**config.mk**
```make
export PLATFORM = sky130hd
export DESIGN_NAME = instr_sequencer_flat
export DESIGN_NICKNAME = d
export VERILOG_FILES = /design/src/rtl/seq_pkg.sv /design/src/rtl/instr_sequencer_if.sv /design/src/rtl/instr_imm_gen.sv /design/src/rtl/instr_sequencer.sv /design/src/flat_wrapper.sv
export SDC_FILE = /design/constraint.sdc
export NUM_CORES = 1
export LEC_CHECK = 0
export ABC_CLOCK_PERIOD_IN_PS = 4300
export CAP_MARGIN = 20
export CORE_MARGIN = 1.5
export CORE_UTILIZATION = 50
export DETAILED_ROUTE_END_ITERATION = 16
export GPL_ROUTABILITY_DRIVEN = 1
export PLACE_DENSITY = 0.95
export REMOVE_ABC_BUFFERS = 1
export SLEW_MARGIN = 20
export SYNTH_ARGS = -nofsm -noshare
export SYNTH_HDL_FRONTEND = slang
export SYNTH_HIERARCHICAL = 1
export SYNTH_SLANG_ARGS = --single-unit
```
**constraint.sdc**
```tcl
create_clock -name clk -period 4.3 [get_ports clk]
set_input_delay 0.86 -clock clk [delete_from_list [all_inputs] [get_ports clk]]
set_output_delay 0.86 -clock clk [all_outputs]
set_load 0.05 [all_outputs]
```
**src/rtl/seq_pkg.sv**
```systemverilog
// seq_pkg: shared definitions for the instruction sequencer slice.
//
// Contents:
//   SEQ_STEP_W / SEQ_XLEN : default step-counter and datapath widths.
//   OP_* : opcodes of the supported instruction classes.
//   seq_state_t : sequencer FSM state.
//   STEP0..STEP4 : one-hot step counter values.
//   is_legal() : true for opcodes the sequencer can execute.
package seq_pkg;

  localparam int SEQ_STEP_W = 5;
  localparam int SEQ_XLEN   = 32;

  localparam logic [6:0] OP_IMM    = 7'b0010011;
  localparam logic [6:0] OP_REG    = 7'b0110011;
  localparam logic [6:0] OP_LUI    = 7'b0110111;
  localparam logic [6:0] OP_BRANCH = 7'b1100011;

  typedef enum logic [1:0] {
    IDLE,
    EXEC,
    ERR
  } seq_state_t;

  localparam logic [SEQ_STEP_W-1:0] STEP0 = 5'b00001;
  localparam logic [SEQ_STEP_W-1:0] STEP1 = 5'b00010;
  localparam logic [SEQ_STEP_W-1:0] STEP2 = 5'b00100;
  localparam logic [SEQ_STEP_W-1:0] STEP3 = 5'b01000;
  localparam logic [SEQ_STEP_W-1:0] STEP4 = 5'b10000;

  // Only beq exists among branches, so any other funct3 is treated as illegal.
  function automatic logic is_legal(input logic [6:0] opcode, input logic [2:0] funct3);
    return (opcode == OP_IMM) || (opcode == OP_REG) || (opcode == OP_LUI) ||
           ((opcode == OP_BRANCH) && (funct3 == 3'b000));
  endfunction

endpackage

```
**src/rtl/instr_sequencer_if.sv**
```systemverilog
// instr_sequencer_if: fetch/datapath <-> sequencer bundle.
//
// Signals:
//   instr_valid / instr_ready / instruction : instruction handshake.
//   alu_flag : branch compare result from the ALU.
//   instruction_counter : one-hot current step (0 when idle).
//   imm, imm_EN : immediate value and its bus drive enable.
//   register_index, register_read_enable, register_write_enable : register file control.
//   alu_store_1, alu_store_2, alu_broadcast, alu_op : ALU control.
//   done, branch_taken, illegal : retirement/status pulses to the PC logic.
// Modports: slave = sequencer, master = fetch/datapath side.
interface instr_sequencer_if
  import seq_pkg::*;
#(
  parameter int STEP_W = SEQ_STEP_W,
  parameter int XLEN   = SEQ_XLEN
);

  logic              instr_valid;
  logic              instr_ready;
  logic [31:0]       instruction;
  logic              alu_flag;
  logic [STEP_W-1:0] instruction_counter;
  logic [XLEN-1:0]   imm;
  logic              imm_EN;
  logic [4:0]        register_index;
  logic              register_read_enable;
  logic              register_write_enable;
  logic              alu_store_1;
  logic              alu_store_2;
  logic              alu_broadcast;
  logic [3:0]        alu_op;
  logic              done;
  logic              branch_taken;
  logic              illegal;

  modport slave (
    input  instr_valid, instruction, alu_flag,
    output instr_ready, instruction_counter, imm, imm_EN, register_index,
           register_read_enable, register_write_enable, alu_store_1,
           alu_store_2, alu_broadcast, alu_op, done, branch_taken, illegal
  );

  modport master (
    output instr_valid, instruction, alu_flag,
    input  instr_ready, instruction_counter, imm, imm_EN, register_index,
           register_read_enable, register_write_enable, alu_store_1,
           alu_store_2, alu_broadcast, alu_op, done, branch_taken, illegal
  );

endinterface

```
**src/rtl/instr_imm_gen.sv**
```systemverilog
// instr_imm_gen: combinational immediate extraction by instruction class.
//
// Ports:
//   instruction (in, 32) : latched instruction word.
//   imm (out, XLEN) : I-type zero-extended [31:20], lui [31:12]<<12,
//                     beq sign-extended branch offset, 0 otherwise.
module instr_imm_gen
  import seq_pkg::*;
#(
  parameter int XLEN = SEQ_XLEN
) (
  input  logic [31:0]     instruction,
  output logic [XLEN-1:0] imm
);

  logic [12:0] branch_off;

  // B-type offset is scattered across the word; bit 0 is always zero.
  assign branch_off = {instruction[31], instruction[7], instruction[30:25],
                       instruction[11:8], 1'b0};

  always_comb begin
    imm = '0;
    case (instruction[6:0])
      OP_IMM:    imm = XLEN'(instruction[31:20]);
      OP_LUI:    imm = XLEN'({instruction[31:12], 12'b0});
      OP_BRANCH: imm = XLEN'($signed(branch_off));
      default:   imm = '0;
    endcase
  end

endmodule

```
**src/rtl/instr_sequencer.sv**
```systemverilog
// instr_sequencer: multi-cycle control sequencer for the single-bus datapath.
//
// Ports:
//   clk (in) : rising-edge clock.
//   resetn (in) : asynchronous active-low reset.
//   stall (in, only with SEQ_STALL_EN) : freezes the current step while high.
//   bus (instr_sequencer_if.slave) : handshake, datapath enables and status.
//
// Optional feature macro: SEQ_STALL_EN (adds the stall input). Without it
// steps advance every cycle.
module instr_sequencer
  import seq_pkg::*;
#(
  parameter int STEP_W = SEQ_STEP_W,
  parameter int XLEN   = SEQ_XLEN
) (
  input logic clk,
  input logic resetn,
`ifdef SEQ_STALL_EN
  input logic stall,
`endif
  instr_sequencer_if.slave bus
);

  seq_state_t        state;
  logic [31:0]       instr_q;
  logic [STEP_W-1:0] counter;
  logic [XLEN-1:0]   imm_raw;
  logic              hold;

  logic [6:0] opcode;
  logic [4:0] rd, rs1, rs2;
  logic [2:0] funct3;

  logic [4:0] idx;
  logic       rd_en, wr_raw, st1_raw, st2_raw, imm_en, bcast, done_raw, br_raw;
  logic [3:0] op;
  logic       done_q;

  assign opcode = instr_q[6:0];
  assign rd     = instr_q[11:7];
  assign funct3 = instr_q[14:12];
  assign rs1    = instr_q[19:15];
  assign rs2    = instr_q[24:20];

`ifdef SEQ_STALL_EN
  assign hold = stall & (state == EXEC);
`else
  assign hold = 1'b0;
`endif

  instr_imm_gen #(.XLEN(XLEN)) u_imm_gen (
    .instruction(instr_q),
    .imm        (imm_raw)
  );

  // Per-class step table. Only one of read/imm_en/broadcast is ever set in
  // a given step so the shared bus never has two drivers.
  always_comb begin
    idx      = '0;
    rd_en    = 1'b0;
    wr_raw   = 1'b0;
    st1_raw  = 1'b0;
    st2_raw  = 1'b0;
    imm_en   = 1'b0;
    bcast    = 1'b0;
    done_raw = 1'b0;
    br_raw   = 1'b0;
    op       = '0;
    if (state == EXEC) begin
      case (opcode)
        OP_IMM, OP_REG: begin
          op = {instr_q[30], funct3};
          if (counter[0]) begin
            idx = rs1; rd_en = 1'b1; st1_raw = 1'b1;
          end else if (counter[1]) begin
            st2_raw = 1'b1;
            if (opcode == OP_IMM) begin
              imm_en = 1'b1;
            end else begin
              idx = rs2; rd_en = 1'b1;
            end
          end else if (counter[2]) begin
            idx = rd; bcast = 1'b1; wr_raw = 1'b1; done_raw = 1'b1;
          end
        end
        OP_LUI: begin
          op = 4'b0000;
          if (counter[0]) begin
            idx = rd; imm_en = 1'b1; wr_raw = 1'b1;
          end else if (counter[1]) begin
            done_raw = 1'b1;
          end
        end
        OP_BRANCH: begin
          op = 4'b1000;
          if (counter[0]) begin
            idx = rs1; rd_en = 1'b1; st1_raw = 1'b1;
          end else if (counter[1]) begin
            idx = rs2; rd_en = 1'b1; st2_raw = 1'b1;
          end else if (counter[2]) begin
            done_raw = 1'b1; br_raw = bus.alu_flag;
          end
        end
        default: ;
      endcase
    end
  end

  assign done_q = done_raw & ~hold;

  // Writes to x0 are dropped; stall suppresses every side effect of the step.
  assign bus.register_write_enable = wr_raw & (rd != 5'd0) & ~hold;
  assign bus.alu_store_1           = st1_raw & ~hold;
  assign bus.alu_store_2           = st2_raw & ~hold;
  assign bus.done                  = done_q;
  assign bus.branch_taken          = br_raw & ~hold;
  assign bus.register_read_enable  = rd_en;
  assign bus.imm_EN                = imm_en;
  assign bus.alu_broadcast         = bcast;
  assign bus.register_index        = idx;
  assign bus.alu_op                = op;
  assign bus.imm                   = (state == EXEC) ? imm_raw : '0;
  assign bus.instruction_counter   = counter;
  assign bus.illegal               = (state == ERR);
  assign bus.instr_ready           = (state == IDLE) & resetn;

  // FSM: accept in IDLE, walk the one-hot counter in EXEC until done,
  // spend a single cycle in ERR for unsupported opcodes.
  always_ff @(posedge clk or negedge resetn) begin
    if (!resetn) begin
      state   <= IDLE;
      instr_q <= '0;
      counter <= '0;
    end else begin
      case (state)
        IDLE: begin
          if (bus.instr_valid) begin
            instr_q <= bus.instruction;
            if (is_legal(bus.instruction[6:0], bus.instruction[14:12])) begin
              state   <= EXEC;
              counter <= STEP_W'(STEP0);
            end else begin
              state <= ERR;
            end
          end
        end
        EXEC: begin
          if (!hold) begin
            if (done_q) begin
              state   <= IDLE;
              counter <= '0;
            end else begin
              counter <= counter << 1;
            end
          end
        end
        ERR: state <= IDLE;
        default: begin
          state   <= IDLE;
          counter <= '0;
        end
      endcase
    end
  end

endmodule

```
**src/flat_wrapper.sv**
```systemverilog
// flat-port wrapper written by rule: the top's interface ports become plain ports
module instr_sequencer_flat import seq_pkg::*;
#(
  parameter int STEP_W = SEQ_STEP_W,
  parameter int XLEN   = SEQ_XLEN
)
  (clk, resetn, bus_instr_valid, bus_instruction, bus_alu_flag, bus_instr_ready, bus_instruction_counter, bus_imm, bus_imm_EN, bus_register_index, bus_register_read_enable, bus_register_write_enable, bus_alu_store_1, bus_alu_store_2, bus_alu_broadcast, bus_alu_op, bus_done, bus_branch_taken, bus_illegal);
  instr_sequencer_if #(.STEP_W(STEP_W), .XLEN(XLEN)) bus_i ();
  input logic clk;
  input logic resetn;
  input wire logic [$bits(bus_i.instr_valid)-1:0] bus_instr_valid;
  input wire logic [$bits(bus_i.instruction)-1:0] bus_instruction;
  input wire logic [$bits(bus_i.alu_flag)-1:0] bus_alu_flag;
  output wire logic [$bits(bus_i.instr_ready)-1:0] bus_instr_ready;
  output wire logic [$bits(bus_i.instruction_counter)-1:0] bus_instruction_counter;
  output wire logic [$bits(bus_i.imm)-1:0] bus_imm;
  output wire logic [$bits(bus_i.imm_EN)-1:0] bus_imm_EN;
  output wire logic [$bits(bus_i.register_index)-1:0] bus_register_index;
  output wire logic [$bits(bus_i.register_read_enable)-1:0] bus_register_read_enable;
  output wire logic [$bits(bus_i.register_write_enable)-1:0] bus_register_write_enable;
  output wire logic [$bits(bus_i.alu_store_1)-1:0] bus_alu_store_1;
  output wire logic [$bits(bus_i.alu_store_2)-1:0] bus_alu_store_2;
  output wire logic [$bits(bus_i.alu_broadcast)-1:0] bus_alu_broadcast;
  output wire logic [$bits(bus_i.alu_op)-1:0] bus_alu_op;
  output wire logic [$bits(bus_i.done)-1:0] bus_done;
  output wire logic [$bits(bus_i.branch_taken)-1:0] bus_branch_taken;
  output wire logic [$bits(bus_i.illegal)-1:0] bus_illegal;
  assign bus_i.instr_valid = bus_instr_valid;
  assign bus_i.instruction = bus_instruction;
  assign bus_i.alu_flag = bus_alu_flag;
  assign bus_instr_ready = bus_i.instr_ready;
  assign bus_instruction_counter = bus_i.instruction_counter;
  assign bus_imm = bus_i.imm;
  assign bus_imm_EN = bus_i.imm_EN;
  assign bus_register_index = bus_i.register_index;
  assign bus_register_read_enable = bus_i.register_read_enable;
  assign bus_register_write_enable = bus_i.register_write_enable;
  assign bus_alu_store_1 = bus_i.alu_store_1;
  assign bus_alu_store_2 = bus_i.alu_store_2;
  assign bus_alu_broadcast = bus_i.alu_broadcast;
  assign bus_alu_op = bus_i.alu_op;
  assign bus_done = bus_i.done;
  assign bus_branch_taken = bus_i.branch_taken;
  assign bus_illegal = bus_i.illegal;
  instr_sequencer #(.STEP_W(STEP_W), .XLEN(XLEN)) u_core (.clk(clk), .resetn(resetn), .bus(bus_i));
endmodule
```
==> flow_metrics.env, run 1 <==
export IMPL_async_flop_share_pct=100
export IMPL_syn_area_um2=2680
export IMPL_drtIter0Drc=303
export IMPL_synth_avg_cell_area_um2=9.51
export IMPL_final_area_um2=3690
export IMPL_clkLatencyLatePin_ps=280
export IMPL_finalHoldWorstSlack_ps=504
export IMPL_syn2layout_area_growth_pct=37.8
export IMPL_drt_pass1_iter_count=5
export IMPL_max_vdd_ir_drop_mv=0.281
export IMPL_final_max_slew_viol_count=0
export IMPL_synth_top_area_cell="dfrtp_1"
export IMPL_syn_instance_count=282
export IMPL_fillers=391
export IMPL_yosys_warnings=6
export IMPL_setup_viol=0
export IMPL_drive_above_1_share_pct=10.1
export IMPL_wl_um=7350
export IMPL_grt_max_degree=40
export IMPL_die_h_um=76.2
export IMPL_slew_headroom_pct=52.0
export IMPL_portBuffers=91
export IMPL_worstPathRequired_ps=3440
export IMPL_crit_family="simple AND/OR/NAND/NOR gates"
export IMPL_start_util_pct=52.2
export IMPL_setup_ws_ps=533
export IMPL_postCtsHoldBufs=0
export IMPL_worstPathArrival_ps=2910
export IMPL_critPathSlowestCell="clkdlybuf4s50_1"
export IMPL_post_cts_setup_buffers=0
export IMPL_multiInputGateArea_um2=1610
export IMPL_grt_setup_unrepaired="false"
export IMPL_netlist_top_cells_area="dfrtp_1 (36%), mux2_1 (12%), and2_1 (9.8%), nand2_1 (3.6%), a21oi_1 (3.5%)"
export IMPL_grt_pass1_vias=2433
export IMPL_leakagePower_nw=1.35
export IMPL_via_count=2549
export IMPL_p_per_area_nw_per_um2=307
export IMPL_wire_per_inst_um=16.9
export IMPL_power_mw=1.13
export IMPL_dieArea_um2=5810
export IMPL_max_stage_delay_ps=810
export IMPL_grt_pass1_wl_um=12100
export IMPL_yosysSeqAreaShare_pct=36.4
export IMPL_status="finished, final reports clean"
export IMPL_ios=92
export IMPL_gp_congestion=0.893
export IMPL_cts_max_level=2
export IMPL_final_seq_area_um2=976
export IMPL_timing_fmax_mhz=265
export IMPL_die_w_um=76.2
export IMPL_num_rows=26
export IMPL_hp_class="reg -> reg"
export IMPL_crit_path_max_fanout=19
export IMPL_via_per_inst=5.85
export IMPL_yosys_cell_types_count=50
export IMPL_crit_type="reg -> out"
export IMPL_cts_sinks=39
export IMPL_min_period_ps=3770
export IMPL_clkSlewWorstSetupHoldPaths_ps=70
export IMPL_hpwl_um=5280
export IMPL_finalCritPeriodShare_pct=87.6
export IMPL_tightest_slew_ps=719
export IMPL_placed_area_um2=3620
export IMPL_finalHoldViolCount=0
export IMPL_cap_violations=0
export IMPL_cts_buffers=5
export IMPL_cp_end_kind="output port"
export IMPL_cts_tree="done"
export IMPL_antenna_found_initial=0
export IMPL_synthFlopType="dfrtp_1"
export IMPL_grt_usage_pct=25.9
export IMPL_skew_ps=2.86
export IMPL_clock_path_buffers=2
export IMPL_yosysTopAreaCellShare_pct=36.4
export IMPL_crit_path_cell_trace="and4b_1, nand2_1, a21oi_1, and2_1, clkdlybuf4s50_1"
export IMPL_pre_cts_ws_ps=909
export IMPL_overflow=0
export IMPL_diodes=0
export IMPL_setup_tns_ps=0
export IMPL_cts_resized=0
export IMPL_crit_path_start_kind="flip-flop"
export IMPL_cts_root_buffer="clkbuf_8"
export IMPL_synth_seq_cells=39
export IMPL_drc_errors=0
export IMPL_synth_edf_count=0
export IMPL_path_buf_inv=1
export IMPL_nets=403
export IMPL_core_um2=5140
export IMPL_antenna_left=0
[cell usage in the layout (no fill, tap or decap), drive strengths merged, types with 2 or more instances in the layout]
master,instances
clkdlybuf4s50,90
and2,42
dfrtp,39
mux2,31
a21oi,29
nand2,26
nor2,16
a22oi,10
a22o,6
clkbuf,6
buf,6
nor3,6
a221o,5
o211ai,5
nor2b,5
and3,4
nand3b,4
o21ai,4
nand2b,3
nand3,3
a32o,3
a31oi,3
nor4,2
and3b,2
inv,2
or4,2
nor3b,2
[stage by stage]
| step | instances | utilization [%] |
|---|---|---|
| final | 436 | 71.9 |
| after global routing | 436 | 71.9 |
| after CTS | 436 | 71.9 |
| after detailed placement | 430 | 70.5 |
| after global placement | 430 | 70.5 |
| after floorplan | 264 | - |
[metal layers]
| metal | global-route usage [%] | routed length, µm |
|---|---|---|
| met1 | 33.8 | 3120 |
| met2 | 43.0 | 3630 |
| met3 | 4.79 | 489 |
| met4 | 9.07 | 116 |
| met5 | 0 | 0 |
[logic make-up after synthesis]
| kind of cell | Yosys count | share of synthesized area, % |
|---|---|---|
| AOI/OAI and AO/OA | 71 | 20.2 |
| buffers and inverters | 20 | 3.73 |
| DFF | 39 | 36.4 |
| muxes | 31 | 13.0 |
| and+or+nand+nor | 121 | 26.7 |
[path summary, 6_finish.rpt]
check,cells after the start,slack (ps),end,from
setup / recovery,5,530,bus_imm[14],u_core/instr_q[2]
hold / removal,1,500,u_core/instr_q[27],u_core/instr_q[27]
setup reg to reg,4,2560,u_core/bus.instruction_counter[2],u_core/bus.instruction_counter[1]
hold reg to reg,1,500,u_core/instr_q[27],u_core/instr_q[27]
max in group asynchronous,2,3300,u_core/instr_q[21],resetn
min in group asynchronous,2,650,u_core/bus.instruction_counter[3],resetn
[sequential cells by signal, summed over array words and instances, names as in the netlist]
register and count:
u_core/state 2, u_core/bus.instruction_counter 5, u_core/instr_q 32
[final cells by class]
class / count / area share [%]
clock buffers: 6 / 1.96
inverters: 2 / 0.203
multi-input cells: 223 / 43.5
flip-flops and latches: 39 / 26.4
well taps: 70 / 2.37
repair buffers: 96 / 25.5
[cell usage after synthesis, types with 3 or more instances]
master	number
a21oi_2	10
nand2_1	26
dfrtp_1	39
a22oi_1	10
nand3_1	3
and2_1	42
a22o_1	6
nor2_1	16
and3_1	4
mux2_2	3
mux2_1	28
a21oi_1	19
a221o_1	5
clkbuf_1	7
nand2b_1	3
a32o_1	3
o211ai_1	5
nor3_1	3
nor2b_1	5
buf_2	8
[where the power goes]
part           internal, mW  leakage, nW  switching (mW)
Clock                 0.108       0.0371           0.115
Combinational         0.172        0.846           0.199
Sequential            0.433        0.468           0.107
(Power assumes the default switching activity.)
==> run 2: changes to the inputs <==
--- a/config.mk
+++ b/config.mk
@@ -5,6 +5,7 @@
 export SDC_FILE = /design/constraint.sdc
 export NUM_CORES = 1
 export LEC_CHECK = 0
+export ABC_AREA = 0
 export ABC_CLOCK_PERIOD_IN_PS = 4300
 export CAP_MARGIN = 20
 export CORE_MARGIN = 1.5
==> results of run 2 <==
No change in the layout: final DEF, timing and power equal those of run 1.
==> run 3: changes to the inputs <==
--- a/config.mk
+++ b/config.mk
@@ -12,7 +12,7 @@
 export CORE_UTILIZATION = 50
 export DETAILED_ROUTE_END_ITERATION = 16
 export GPL_ROUTABILITY_DRIVEN = 1
-export PLACE_DENSITY = 0.95
+export PLACE_DENSITY = 0.87
 export REMOVE_ABC_BUFFERS = 1
 export SLEW_MARGIN = 20
 export SYNTH_ARGS = -nofsm -noshare
==> run 3 against run 2 <==
  * Sequential power is essentially flat
  * Highest routed layer unchanged
  * Largest cell class unchanged
  * Utilization stayed put
  * Register-to-register slack about the same
  * Clock power about the same
  * Critical path depth stayed put
  * Count of clock-buffer cells in the layout unchanged
  * Maximum frequency is 1.3% lower
  * Cell count is the same
  * Worst hold slack worse by 2.7 ps
  * Critical endpoint is now bus_imm[23]
  * Non-clock buffer count is the same
==> flow_metrics.env, run 3 (same netlist as run 1, synthesis figures left out) <==
export IMPL_die_w_um=76.2
export IMPL_crit_path_max_fanout=19
export IMPL_cts_tree="done"
export IMPL_gp_congestion=0.889
export IMPL_final_cell_count_no_fill=436
export IMPL_slew_headroom_pct=50.3
export IMPL_power_mw=1.13
export IMPL_via_count=2513
export IMPL_drive_above_1_share_pct=10.1
export IMPL_cts_resized=0
export IMPL_dieArea_um2=5810
export IMPL_clkLatencyLatePin_ps=280
export IMPL_cap_violations=0
export IMPL_hp_class="reg -> reg"
export IMPL_final_util_pct=71.9
export IMPL_largest_register_ff_count=32
export IMPL_max_vdd_ir_drop_mv=0.354
export IMPL_portBuffers=91
export IMPL_timing_fmax_mhz=262
export IMPL_grt_pass1_wl_um=12000
export IMPL_postCtsHoldBufs=0
export IMPL_setup_ws_ps=482
export IMPL_drc_errors=0
export IMPL_wl_um=7060
export IMPL_p_per_area_nw_per_um2=305
export IMPL_cts_max_level=2
export IMPL_num_rows=26
export IMPL_finalHoldViolCount=0
export IMPL_core_um2=5140
export IMPL_clock_path_buffers=2
export IMPL_final_area_um2=3690
export IMPL_finalHoldWorstSlack_ps=501
export IMPL_placed_area_um2=3620
export IMPL_cp_end_kind="output port"
export IMPL_grt_max_degree=40
export IMPL_start_util_pct=52.2
export IMPL_crit_type="reg -> out"
export IMPL_syn2layout_area_growth_pct=37.8
export IMPL_die_h_um=76.2
export IMPL_cts_sinks=39
export IMPL_final_common_cell="clkdlybuf4s50_1"
export IMPL_antenna_found_initial=0
export IMPL_hpwl_um=5110
export IMPL_wire_per_inst_um=16.2
export IMPL_post_cts_setup_buffers=0
export IMPL_top_register="u_core/instr_q"
export IMPL_overflow=0
export IMPL_drtIter0Drc=307
export IMPL_worstPathArrival_ps=2960
export IMPL_final_max_slew_viol_count=0
export IMPL_grt_pass1_vias=2363
export IMPL_dp_cells=430
export IMPL_finalCritPeriodShare_pct=88.8
export IMPL_crit_path_start_kind="flip-flop"
export IMPL_tightest_slew_ps=745
export IMPL_skew_ps=2.97
export IMPL_fillers=412
export IMPL_grt_usage_pct=25.7
export IMPL_nets=403
export IMPL_setup_viol=0
export IMPL_diodes=0
export IMPL_drt_pass1_iter_count=4
export IMPL_min_period_ps=3820
export IMPL_pre_cts_ws_ps=840
export IMPL_antenna_left=0
export IMPL_cts_root_buffer="clkbuf_8"
export IMPL_via_per_inst=5.76
export IMPL_status="finished, final reports clean"
export IMPL_setup_tns_ps=0
export IMPL_ios=92
export IMPL_clkSlewWorstSetupHoldPaths_ps=70
export IMPL_grt_setup_unrepaired="false"
export IMPL_cts_buffers=5
export IMPL_leakagePower_nw=1.35
export IMPL_layout_common_cells="clkdlybuf4s50_1 (90), and2_1 (42), dfrtp_1 (39), mux2_1 (28), nand2_1 (26)"
export IMPL_worstPathRequired_ps=3440
run 3: final timing paths:
path | from | endpoint | slack (ps) | cells past startpoint
min reg2reg | u_core/instr_q[29] | u_core/instr_q[29] | 500 | 1
min in group asynchronous | resetn | u_core/instr_q[11] | 660 | 2
max in group asynchronous | resetn | u_core/instr_q[15] | 3310 | 2
min | u_core/instr_q[29] | u_core/instr_q[29] | 500 | 1
max | u_core/instr_q[2] | bus_imm[23] | 480 | 5
max reg2reg | u_core/bus.instruction_counter[1] | u_core/bus.instruction_counter[4] | 2560 | 4
run 3: report_power, final:
part           switching (mW)  total (mW)  internal (mW)  leakage, nW
registers               0.107       0.540          0.433        0.468
clock network           0.112       0.220          0.108       0.0371
logic                   0.196       0.367          0.171        0.846
run 3: critical path, cell delays in order (launching register included):
cell and delay, ps:
dfrtp_1 590, and4b_1 760, nand2_1 200, a21oi_2 170, and2_1 150, clkdlybuf4s50_1 800
run 3: layout make-up:
| type | count | area [µm²] | area share (%) |
|---|---|---|---|
| multi-input cells | 223 | 1610 | 43.5 |
| flip-flops and latches | 39 | 976 | 26.4 |
| repair buffers | 96 | 943 | 25.5 |
| well taps | 70 | 87.6 | 2.37 |
| clock buffers | 6 | 72.6 | 1.96 |
| inverters | 2 | 7.51 | 0.203 |
run 3: layer usage:
metal | track usage [%] | vias up | share of wire (%)
li1 | - | 1194 | -
met5 | 0 | - | 0
met2 | 41.7 | 116 | 48
met3 | 3.95 | 11 | 6.9
met4 | 6.85 | 0 | 1.6
met1 | 36.0 | 1192 | 44
